===== config.mk =====
export PLATFORM = sky130hd
export DESIGN_NAME = pe_result_drain
export DESIGN_NICKNAME = d
export VERILOG_FILES = /design/src/rtl/pe_result_drain.sv
export SDC_FILE = /design/constraint.sdc
export NUM_CORES = 2
export LEC_CHECK = 0
export BUFFER_PORTS_ARGS = -buffer_cell sky130_fd_sc_hd__buf_2
export CORE_ASPECT_RATIO = 1.2
export CORE_MARGIN = 2
export CORE_UTILIZATION = 32
export DETAILED_ROUTE_END_ITERATION = 8
export SLEW_MARGIN = 20
export SYNTH_ARGS = -nofsm -noshare
export SYNTH_HDL_FRONTEND = slang
export SYNTH_SLANG_ARGS = --single-unit

===== constraint.sdc =====
create_clock -name clk -period 2.2 [get_ports clk]
set_clock_uncertainty 0.1 [all_clocks]
set_input_delay 0.33 -clock clk [delete_from_list [all_inputs] [get_ports clk]]
set_output_delay 0.33 -clock clk [all_outputs]
set_load 0.01 [all_outputs]

===== src/rtl/pe_result_drain.sv =====
// Result drain for the 2x16 PE array: buffers whole result snapshots and
// serializes them as LANES-wide beats over a valid/ready stream. Snapshots
// arriving with no free slot are dropped and flagged in a sticky overflow bit.
module pe_result_drain #(
    parameter int DEPTH = 2,
    parameter int LANES = 4
) (
    input  logic                     clk,
    input  logic                     rst,
    input  logic [511:0]             pe_result,
    input  logic                     pe_valid,
    input  logic [3:0]               pe_tag,
    output logic [LANES*16-1:0]      out_data,
    output logic                     out_valid,
    input  logic                     out_ready,
    output logic [3:0]               out_tag,
    output logic                     out_row,
    output logic [3:0]               out_col_base,
    output logic                     out_last,
    output logic [$clog2(DEPTH):0]   occupancy,
    output logic                     full,
    output logic                     overflow
);

    localparam int BEATS  = 32 / LANES;
    localparam int BPR    = 16 / LANES;   // beats per PE row
    localparam int PTR_W  = $clog2(DEPTH);
    localparam int OCC_W  = PTR_W + 1;
    localparam int BEAT_W = $clog2(BEATS);

    logic [511:0]      slot_data_q [DEPTH];
    logic [511:0]      slot_data_d [DEPTH];
    logic [3:0]        slot_tag_q  [DEPTH];
    logic [3:0]        slot_tag_d  [DEPTH];
    logic [PTR_W-1:0]  wr_ptr_q, wr_ptr_d;
    logic [PTR_W-1:0]  rd_ptr_q, rd_ptr_d;
    logic [BEAT_W-1:0] beat_q, beat_d;
    logic [OCC_W-1:0]  occ_q, occ_d;
    logic              ovf_q, ovf_d;

    logic hs;
    logic pop;
    logic slot_free;
    logic cap;
    logic drop;

    // Read side view: beat b covers flattened values b*LANES .. b*LANES+LANES-1,
    // which is row b/BPR starting at column (b%BPR)*LANES.
    always_comb begin
        int beat_idx;
        beat_idx     = int'(beat_q);
        out_data     = '0;
        out_valid    = (occ_q != '0);
        out_tag      = slot_tag_q[rd_ptr_q];
        out_row      = 1'(beat_idx / BPR);
        out_col_base = 4'((beat_idx % BPR) * LANES);
        out_last     = (beat_q == BEAT_W'(BEATS - 1));
        occupancy    = occ_q;
        full         = (occ_q == OCC_W'(DEPTH));
        overflow     = ovf_q;
        for (int k = 0; k < LANES; k++) begin
            out_data[k*16 +: 16] = slot_data_q[rd_ptr_q][(beat_idx*LANES + k)*16 +: 16];
        end
    end

    // Next-state: a last-beat pop frees its slot in the same cycle, so a
    // coincident capture is accepted even when the buffer is full.
    always_comb begin
        hs          = out_valid & out_ready;
        pop         = hs & out_last;
        slot_free   = ~full | pop;
        cap         = pe_valid & slot_free;
        drop        = pe_valid & ~slot_free;

        slot_data_d = slot_data_q;
        slot_tag_d  = slot_tag_q;
        wr_ptr_d    = wr_ptr_q;
        rd_ptr_d    = rd_ptr_q;
        beat_d      = beat_q;
        occ_d       = occ_q;
        ovf_d       = ovf_q | drop;

        if (cap) begin
            slot_data_d[wr_ptr_q] = pe_result;
            slot_tag_d[wr_ptr_q]  = pe_tag;
            wr_ptr_d              = wr_ptr_q + PTR_W'(1);
        end

        if (hs) begin
            if (out_last) begin
                beat_d   = '0;
                rd_ptr_d = rd_ptr_q + PTR_W'(1);
            end else begin
                beat_d   = beat_q + BEAT_W'(1);
            end
        end

        case ({cap, pop})
            2'b10:   occ_d = occ_q + OCC_W'(1);
            2'b01:   occ_d = occ_q - OCC_W'(1);
            default: occ_d = occ_q;
        endcase
    end

    // State registers; reset also clears slot storage so the read view is zero.
    always_ff @(posedge clk) begin
        if (rst) begin
            for (int i = 0; i < DEPTH; i++) begin
                slot_data_q[i] <= '0;
                slot_tag_q[i]  <= '0;
            end
            wr_ptr_q <= '0;
            rd_ptr_q <= '0;
            beat_q   <= '0;
            occ_q    <= '0;
            ovf_q    <= 1'b0;
        end else begin
            slot_data_q <= slot_data_d;
            slot_tag_q  <= slot_tag_d;
            wr_ptr_q    <= wr_ptr_d;
            rd_ptr_q    <= rd_ptr_d;
            beat_q      <= beat_d;
            occ_q       <= occ_d;
            ovf_q       <= ovf_d;
        end
    end

endmodule

==> metrics.yaml <==
global_routing:
  grt_overflow: 0
  use_met3: 0.0397
  grt_pass1_vias: 40617
  use_met2: 0.366
  antenna_found_initial: 46
  use_met1: 0.323
  gr-max-usage-layer: "met2"
  grt_pass1_wl_um: 248000
  grt_max_degree: 106
  grt_usage: 0.234
finish:
  instances_no_fill: 8263
  layout-drive-gt1-share: 0.272
  nets: 6868
  areaGrowthSynthToFinish_pct: 50.0
hold_path:
  hold_class: "primary input to register"
  hold_depth: 4
synthesis:
  synth_edf_count: 0
  ys_types: 32
  synth_seq_area_share: 0.485
  yosys_register_bits: 1040
  synth_area_per_cell_um2: 8.48
  synthArstFlopShare: 0
  yosysWarnings: 0
  synth_area_um2: 42900
  netlist_instances: 5065
  ys.flop_type: "dfxtp_1"
  yosysMostFrequentCell: "nand2_1"
  synth_common_cells: "nand2_1, dfxtp_1, a21oi_1, mux4_2, buf_2"
  netlist.area_leader.share: 0.485
  synth_area_leaders: "dfxtp_1, nand2_1, mux4_2"
  yosys.area.top_type: "dfxtp_1"
critical_path:
  start_kind: "register"
  cp-end-kind: "primary output"
  cp_data_required_time_ps: 1770
  r2r_cells: 13
  critPathArrivalTime_ps: 2710
  crit_fanout: 5
  path_class: "register to primary output"
timing:
  worstMarginPinSlew_ps: 635
  period_minus_slack_ps: 3140
  rsz0062_at_grt: "yes"
  slew_headroom: 0.577
  holdWs_ps: 279
  period_share: 1.43
  fin_ws_ps: -936
  slew_violations: 0
  final-setup-viol-count: 923
  max_freq_mhz: 319
  hold_violations: 0
route:
  wl_per_cell_um: 21.1
  ant_nets: 0
  vias: 42965
  drt_drc_violations_left: 0
  drtIter0Drc: 4042
  wl_um: 175000
  dr.pass1.iters: 6
  via_per_inst: 5.20
floorplanning:
  ios: 599
  rows: 147
  dieWidth_um: 338
  start_util: 0.322
  die_area_um2: 137000
  die_h_um: 405
  core_area_um2: 134000
run:
  cap_violations: 0
placement:
  dp_cells: 7329
  dp.final_hpwl_um: 109000
  io_buffers: 596
  place_congestion: 0.868
power:
  intPower_w: 0.0349
  pwr-share-seq: 0.429
  power.share.switching: 0.265
  clkPwrFrac: 0.400
  power_density_nw_per_um2: 736
  combPwrFrac: 0.170
  power.switching_w: 0.0126
  worst_ir_drop_vdd_uv: 615
  leakage_nw: 24.4
clock_tree:
  cts_buffer_depth: 3
  clk_latency_ps: 720
  tritoncts: "done"
  cts.sinks: 1040
  root_buffer: "clkbuf_16"
  clkTransAtPathRegs_ps: 60
  h-tree-depth: 3
  cts_buffers: 108
run_status:
  status: "finished with violations"
  violations: "negative setup slack"
-- critical path, cell delays in order, from the launching register on --
cell and delay [ps]:
dfxtp_4 360, buf_12 150, clkbuf_16 190, buf_6 100, mux4_2 490, a22oi_2 290
buf_6 200, nand2_4 60, buf_6 120
-- worst paths after layout --
kind / start / end / slack (ps)
worst min register to register: slot_data_q[320] / slot_data_q[320] / 350
worst max-delay path: beat_q[0] / out_data[60] / -940
worst min-delay path: pe_result[95] / slot_data_q[607] / 280
worst max register to register: beat_q[0] / slot_data_q[119] / -250
-- per-layer routing --
metal / vias to the layer above / wire length (um)
met5: - / 70
met4: 10 / 6590
met1: 20860 / 75600
li1: 19746 / -
met3: 397 / 12900
met2: 1952 / 79600
-- area by class of cell --
| cell class | count | area, um^2 |
|---|---|---|
| clock buffers | 157 | 3150 |
| flip-flops and latches | 1040 | 20800 |
| diodes | 45 | 113 |
| clock inverters | 37 | 460 |
| well taps | 1788 | 2240 |
| inverters | 3 | 11.3 |
| fillers | 12249 | 69100 |
| repair buffers | 1602 | 16300 |
| multi-input cells | 3591 | 21300 |
-- cells in the final DEF (no fill, tap or decap), drive strengths merged, types with 2 or more instances in the layout --
cell type / n
a211oi: 3
a21oi: 1036
a22oi: 128
and2: 2
buf: 1036
bufbuf: 8
bufinv: 9
clkbuf: 196
clkinv: 20
clkinvlp: 2
conb: 2
dfxtp: 1040
diode: 45
dlygate4sd3: 519
ha: 2
inv: 9
mux2: 4
mux4: 256
nand2: 2132
nor2: 8
nor2b: 2
nor3: 2
o21ai: 3
-- power groups by stage --
stage / registers (W) / clock network [W] / logic [W]
6_report: 0.0204 / 0.0190 / 0.00808
5_1_grt: 0.0204 / 0.0199 / 0.00861
4_1_cts: 0.0203 / 0.0192 / 0.00746
3_5_place_dp: 0.0207 / 0 / 0.00576
3_3_place_gp: 0.0207 / 0 / 0.00569
2_1_floorplan: 0.0206 / 0 / 0.00324
-- flip-flops by register name, summed over array words and instances (netlist names) --
| name | count |
|---|---|
| rd_ptr_q | 1 |
| beat_q | 3 |
| wr_ptr_q | 1 |
| overflow | 1 |
| slot_data_q | 1024 |
| occupancy | 2 |
| slot_tag_q | 8 |
-- kinds of logic (layout without fill, tap and decap cells) --
group	Yosys count	count (layout)	synth area share
adders and majority gates	2	2	0.000583
muxes	261	261	0.136
DFF	1040	1040	0.485
xor gates and xnor gates	2	2	0.000408
other	1	47	0.0000873
AOI/OAI and AO/OA	1175	1175	0.145
buffers and inverters	435	1799	0.0450
and+or+nand+nor	2149	2149	0.188
-- through the flow --
| step | power [W] | cell area (um^2) | util | TNS [ps] | worst slack [ps] |
|---|---|---|---|---|---|
| after floorplan | 0.0238 | 43000 | - | -935 | -18.4 |
| after global placement | 0.0264 | 50200 | 0.376 | -142710 | -582 |
| after detailed placement | 0.0265 | 50200 | 0.376 | -175300 | -572 |
| after CTS | 0.0470 | 62100 | 0.465 | -160730 | -1050 |
| after global routing | 0.0490 | 64400 | 0.482 | -254790 | -1010 |
| final | 0.0474 | 64400 | 0.483 | -152470 | -936 |
-- what timing repair did --
action	4_1_cts	5_1_grt
gates cloned	38	40
resized for setup	303	222
pin swaps	83	129
hold buffers	519	0
setup buffers	67	42
setup endpoints to repair	1101	1095
endpoints found under the hold margin	1036	0
No activity file was read; power rests on OpenSTA's default activity.
